===== src/rtl/ecc_secded_decoder_pipe.sv =====
// ecc_secded_decoder_pipe
//   Two-stage pipelined SECDED decoder (Hamming code plus an overall parity bit)
//   with valid/ready flow control and saturating error counters. It sits on the
//   cache read-data path, directly after the SRAM.
//
//   Codeword positions run 1..N with N = DATA_W+CODE_W-1. Hamming bit in_code[i]
//   sits at position 2^i. Data bits fill the remaining positions in ascending
//   order, starting with in_data[0]. in_code[CODE_W-1] is even parity over all
//   data and Hamming bits.
//
//   Stage 1 registers the syndrome, the overall check and the raw data.
//   Stage 2 classifies the word and corrects it.
//
// Parameters
//   DATA_W  data width (>= 4)
//   CODE_W  check bits (CODE_W-1 Hamming bits + 1 overall parity bit)
//   CNT_W   width of each saturating error counter
//
// Ports
//   clk, reset           clock; synchronous active-high reset
//   in_data/in_code      received word and check bits
//   in_vld/in_rdy        input handshake
//   out_data             corrected data (raw data when uncorrectable)
//   out_corr/out_uncorr  single-bit error corrected / uncorrectable error
//   out_vld/out_rdy      output handshake
//   cnt_clr              clears both counters; wins over a same-cycle increment
//   corr_cnt/uncorr_cnt  saturating counts of accepted corrected/uncorrectable words
//
// Configuration
//   ECC_DEC_ERR_INJECT_EN  adds the inj_en/inj_mask ports. When inj_en is high,
//                          {in_code,in_data} is XORed with inj_mask on the
//                          accepted beat.
module ecc_secded_decoder_pipe #(
  parameter int DATA_W = 32,
  parameter int CODE_W = 7,
  parameter int CNT_W  = 16
) (
  input  logic                     clk,
  input  logic                     reset,
`ifdef ECC_DEC_ERR_INJECT_EN
  input  logic                     inj_en,
  input  logic [DATA_W+CODE_W-1:0] inj_mask,
`endif
  input  logic [DATA_W-1:0]        in_data,
  input  logic [CODE_W-1:0]        in_code,
  input  logic                     in_vld,
  output logic                     in_rdy,
  output logic [DATA_W-1:0]        out_data,
  output logic                     out_corr,
  output logic                     out_uncorr,
  output logic                     out_vld,
  input  logic                     out_rdy,
  input  logic                     cnt_clr,
  output logic [CNT_W-1:0]         corr_cnt,
  output logic [CNT_W-1:0]         uncorr_cnt
);

  localparam int SYN_W = CODE_W - 1;
  localparam int N     = DATA_W + CODE_W - 1;

  // Codeword position of data bit j: the j-th position that is not a power of two.
  function automatic int data_pos(input int j);
    int cnt;
    data_pos = 0;
    cnt      = 0;
    for (int p = 3; p <= N; p++) begin
      if ((p & (p - 1)) != 0) begin
        if (cnt == j) data_pos = p;
        cnt++;
      end
    end
  endfunction

  logic [SYN_W-1:0] pos_tbl [DATA_W];
  for (genvar j = 0; j < DATA_W; j++) begin : g_pos
    assign pos_tbl[j] = SYN_W'(data_pos(j));
  end

  logic adv;
  assign adv    = !out_vld || out_rdy;
  // Reset also forces ready high, so a stalled pipe never blocks the input while in reset.
  assign in_rdy = adv || reset;

  // ---------------- stage 1: syndrome ----------------
  logic [DATA_W+CODE_W-1:0] rx;
`ifdef ECC_DEC_ERR_INJECT_EN
  assign rx = {in_code, in_data} ^ (inj_en ? inj_mask : '0);
`else
  assign rx = {in_code, in_data};
`endif

  // The syndrome is the XOR of the positions of all set bits.
  // A Hamming bit at position 2^i contributes only syndrome bit i.
  logic [SYN_W-1:0] syn_d;
  always_comb begin
    // NOTE: assign a default before the loops so the combinational block can never infer a latch.
    syn_d = '0;
    for (int j = 0; j < DATA_W; j++)
      if (rx[j]) syn_d = syn_d ^ pos_tbl[j];
    for (int i = 0; i < SYN_W; i++)
      if (rx[DATA_W+i]) syn_d[i] = ~syn_d[i];
  end

  logic              s1_vld;
  logic [SYN_W-1:0]  s1_syn;
  logic              s1_ovr;
  logic [DATA_W-1:0] s1_data;

  // NOTE: the stage-1 payload is not reset; s1_vld qualifies it, so reset only needs the control bit.
  always_ff @(posedge clk) begin
    if (adv && in_vld) begin
      s1_syn  <= syn_d;
      s1_ovr  <= ^rx;
      s1_data <= rx[DATA_W-1:0];
    end
  end

  // ---------------- stage 2: classify and correct ----------------
  logic              syn_nz, in_range, single, uncorr;
  logic [DATA_W-1:0] flip_mask;

  assign syn_nz   = |s1_syn;
  assign in_range = s1_syn <= SYN_W'(N);
  // Overall check set with the syndrome in range: single error. This covers
  // syndrome zero, which means the overall parity bit itself flipped.
  assign single   = s1_ovr && (!syn_nz || in_range);
  assign uncorr   = (syn_nz && !s1_ovr) || (s1_ovr && !in_range);

  always_comb begin
    flip_mask = '0;
    for (int j = 0; j < DATA_W; j++)
      flip_mask[j] = s1_ovr && (pos_tbl[j] == s1_syn);
  end

  always_ff @(posedge clk) begin
    if (reset) begin
      s1_vld     <= 1'b0;
      out_vld    <= 1'b0;
      out_data   <= '0;
      out_corr   <= 1'b0;
      out_uncorr <= 1'b0;
    end else if (adv) begin
      // NOTE: sequential state uses non-blocking assignments so that both stages shift on the same edge.
      s1_vld     <= in_vld;
      out_vld    <= s1_vld;
      out_data   <= s1_vld ? (s1_data ^ flip_mask) : '0;
      out_corr   <= s1_vld && single;
      out_uncorr <= s1_vld && uncorr;
    end
  end

  // ---------------- saturating error counters ----------------
  logic fire;
  assign fire = out_vld && out_rdy;

  always_ff @(posedge clk) begin
    if (reset || cnt_clr) begin
      corr_cnt   <= '0;
      uncorr_cnt <= '0;
    end else if (fire) begin
      if (out_corr && corr_cnt != '1)     corr_cnt   <= corr_cnt + CNT_W'(1);
      if (out_uncorr && uncorr_cnt != '1) uncorr_cnt <= uncorr_cnt + CNT_W'(1);
    end
  end

endmodule


===== config.mk =====
export PLATFORM = sky130hd
export DESIGN_NAME = ecc_secded_decoder_pipe
export DESIGN_NICKNAME = d
export VERILOG_FILES = /design/src/rtl/ecc_secded_decoder_pipe.sv
export SDC_FILE = /design/constraint.sdc
export NUM_CORES = 1
export LEC_CHECK = 0
export CORE_ASPECT_RATIO = 0.6
export CORE_MARGIN = 2
export CORE_UTILIZATION = 51
export DETAILED_ROUTE_END_ITERATION = 8
export MAX_ROUTING_LAYER = met4
export PLACE_DENSITY = 0.88
export SLEW_MARGIN = 20
export SYNTH_ARGS = -nofsm -noshare
export SYNTH_HDL_FRONTEND = slang
export SYNTH_SLANG_ARGS = --single-unit

===== constraint.sdc =====
create_clock -name clk -period 2.8 [get_ports clk]
set_input_delay 0.84 -clock clk [delete_from_list [all_inputs] [get_ports clk]]
set_output_delay 0.84 -clock clk [all_outputs]
set_load 0.05 [all_outputs]

==> results by group <==
Finish
  – Final cell count without fillers: 768
  – Filler cell count: 663
  – Share of cells above drive strength 1: 7.84%
  – Syn-to-layout area delta: 34.6%
  – Finished Cell Area: 6750 um^2
  – NumNets Final: 679
  – ANT cells: 0

Pwr
  – Combinational share of power: 23.5%
  – Clock share of power: 30.2%
  – Leakage power: 0.00225 uW
  – Pwr Density: 597 nW/um^2
  – PnR Total Power: 4030 uW
  – Sw frac: 29.5%
  – Flop pwr share: 46.3%
  – Peak VDD IR: 0.339 mV
  – Internal Pwr Total: 2840 uW
  – P_sw: 1190 uW

Drt
  – Drt wl/cell: 17.6 um
  – DRC viols: 0
  – Vias: 4,223
  – DRT antenna net count: 0
  – Drt first pass iters: 7
  – Initial DRC Count: 484
  – Drt total wl: 13,500 um
  – Number of vias per cell: 5.50

Hold path
  – Worst hold start: out_data[23]
  – Hold Crit Depth: 2
  – Tightest Hold Check Type: flop to flop
  – Worst hold path endpoint: out_data[23]

Clock tree
  – Post-CTS sizing: 0
  – Postcts setup bufs: 0
  – Clock Latency Late Sink: 0.35 ns
  – Reg clk slew, reported paths: 0.07 ns
  – Buffer depth of the longest clock path: 2
  – CTS H-tree lvls: 3
  – CTS tree: done
  – Clk root buf: clkbuf_16
  – CTS buffer count: 9
  – CTS sink cnt: 107
  – Cts hold-fix bufs: 0

Timing
  – Setup violators final: 0
  – Max-slew headroom: 50.1%
  – Tcrit/Tclk final: 97.3%
  – Slew Limit Fails: 0
  – Final Hold Slack: 0.459 ns
  – Max Clock Freq: 0.367 GHz
  – Hold Vio Cnt, Final: 0
  – Fin Setup TNS: 0 ns
  – Final min period: 2.73 ns
  – Least-Margin Pin Slew: 0.738 ns
  – RSZ-0062 raised after global routing: no
  – Setup Skew: 0.0100 ns

Global route
  – Vias in the first global route: 4,037
  – Global route total overflow: 0
  – Largest net degree at the start of global routing: 40
  – Initial antenna violation count: 0
  – First-pass GRT wire length: 21,300 um
  – Total GRT Usage: 26.9%

Setup path
  – R2r endpoint: corr_cnt[1]
  – Critical Path AT: 1.89 ns
  – Worst-path cell chain: clkdlybuf4s50_1, nand2b_4, nor2_2, inv_1, buf_12
  – Worst r2r src: corr_cnt[0]
  – Crit start category: input port
  – Worst setup EP type: primary output
  – Crit-path max cell delay: 0.56 ns
  – Critical-path maximum fanout: 4
  – Req. time, crit path: 1.96 ns
  – Crit path kind: input port to primary output
  – Reg2reg path depth: 6
  – Slowest CP cell: clkdlybuf4s50_1
  – FF-to-FF setup slack: 0.77 ns

Synth
  – Yosys warns: 0
  – Post-synth ARST share: 0%
  – Synth Register Bits: 107
  – Fraction of post-synthesis cell area in the top cell type by area: 27.1%
  – Top_reg_cell synth: dfxtp_1
  – Ranking of synthesized cells by area: dfxtp_1 27%, edfxtp_1 23%, xnor2_1 15%
  – Post-synth EDFFs: 39
  – Synth unique cells: 41
  – Yosys top cell by area: dfxtp_1
  – Mapped Avg Cell Area: 10.0 um^2
  – Cell Area, Synth: 5020 um^2
  – Cells after synthesis: 501
  – Post-synthesis sequential area ratio: 50.5%
  – Synth Net Count: 547

Floorplan
  – Core box area: 9360 um^2
  – Die Ht: 80.8 um
  – I/O pins: 112
  – Die ar.: 10,700 um^2
  – Die W: 132 um
  – Site Rows: 27
  – Initial Util: 53.6%

Run status
  – Status: completed

Place
  – IO buf count: 111
  – Inst Count DP: 752
  – Hpwl dp: 10,200 um
  – Gpl congestion: 0.967
  – DP Area: 6460 um^2

Run
  – Max-Cap Viols: 0
kinds of logic (layout without fill, tap and decap cells):
kind of cell / count (synthesis) / count (layout) / synth area share [%]
AOI/OAI and AO/OA: 54 / 54 / 6.26
xor gates and xnor gates: 130 / 130 / 23.2
adders and majority gates: 2 / 2 / 0.499
buffers and inverters: 24 / 161 / 1.79
DFF: 107 / 107 / 50.5
muxes: 1 / 1 / 0.199
and+or+nand+nor: 183 / 183 / 17.6
cells in the final DEF (no fill, tap or decap), types with 2 or more instances in the layout:
cell type,count
nor3_1,8
clkbuf_16,10
nand3_1,24
clkdlybuf4s50_1,110
edfxtp_1,39
or3_1,2
inv_1,6
buf_12,2
nor4_1,6
clkinv_2,3
nor2_1,45
nor4b_1,2
and4_1,4
xnor2_1,84
xnor3_1,2
o21ai_0,36
and3b_1,2
nand2_1,56
a21oi_1,5
dfxtp_1,68
nor2b_1,4
xor2_1,44
ha_1,2
nand4_1,14
o211ai_1,2
nand2b_1,3
buf_4,27
a211oi_1,2
and3_1,5
inv_4,2
worst max path at each step:
| stage | startpoint | end | slack [ns] | cells past startpoint |
|---|---|---|---|---|
| after floorplan | out_rdy | in_rdy | 0.34 | 3 |
| after global placement | in_data[27] | s1_ovr | -0.10 | 7 |
| after detailed placement | in_data[25] | s1_ovr | -0.12 | 6 |
| after CTS | out_rdy | in_rdy | 0.03 | 5 |
| after global routing | out_rdy | in_rdy | 0.05 | 5 |
| final | out_rdy | in_rdy | 0.07 | 5 |
critical path: cells and delay by family:
kind          cells  cell delay (ns)
buf+inv           3             0.82
simple gates      2             0.22
through the flow:
step	util (%)	setup WS, ns
CTS	72.1	0.0320
detailed placement	69.0	-0.116
global route	72.2	0.0500
global placement	69.0	-0.103
floorplan	-	0.337
finish	72.2	0.0745
power groups by stage:
stage / sequential (uW) / clock, uW / combinational (uW)
after global routing: 1870 / 1300 / 1020
after CTS: 1860 / 1240 / 942
after floorplan: 1900 / 0 / 582
final: 1870 / 1220 / 948
after global placement: 1880 / 0 / 902
after detailed placement: 1890 / 0 / 933
state kept, by name, summed over array words and instances (netlist names):
name / count
corr_cnt: 16
out_corr: 1
out_data: 32
out_uncorr: 1
out_vld: 1
s1_data: 32
s1_ovr: 1
s1_syn: 6
s1_vld: 1
uncorr_cnt: 16
per-layer routing:
layer / up-vias / GRT usage (%) / share of wire [%] / wire [um]
met5: - / - / 0 / 0
met3: 21 / 7.74 / 9.2 / 1240
met4: 0 / 7.28 / 1.4 / 183
li1: 1976 / - / - / -
met1: 2009 / 36.4 / 46 / 6140
met2: 217 / 39.8 / 44 / 5920
Yosys cell counts (2+ instances only):
cell type  instances
xnor2_1           84
dfxtp_1           68
nand2_1           56
nor2_1            46
xor2_1            44
edfxtp_1          39
o21ai_0           36
nand3_1           24
clkbuf_1          18
nand4_1           14
nor3_1             8
inv_1              6
nor4_1             6
a21oi_1            5
and3_1             5
and4_1             4
nand2b_1           4
nor2b_1            4
a211oi_1           2
and3b_1            2
ha_1               2
nor4b_1            2
o211ai_1           2
or3_1              2
xnor3_1            2
layout make-up:
class	instances	area [um^2]	share of cell area [%]
inverters	6	22.5	0.333
flip-flops and latches	107	2530	37.5
clock inverters	6	36.3	0.537
clock buffers	10	250	3.71
repair buffers	139	1340	19.9
multi-input cells	370	2410	35.6
well taps	130	163	2.41
(Power assumes the default switching activity.)
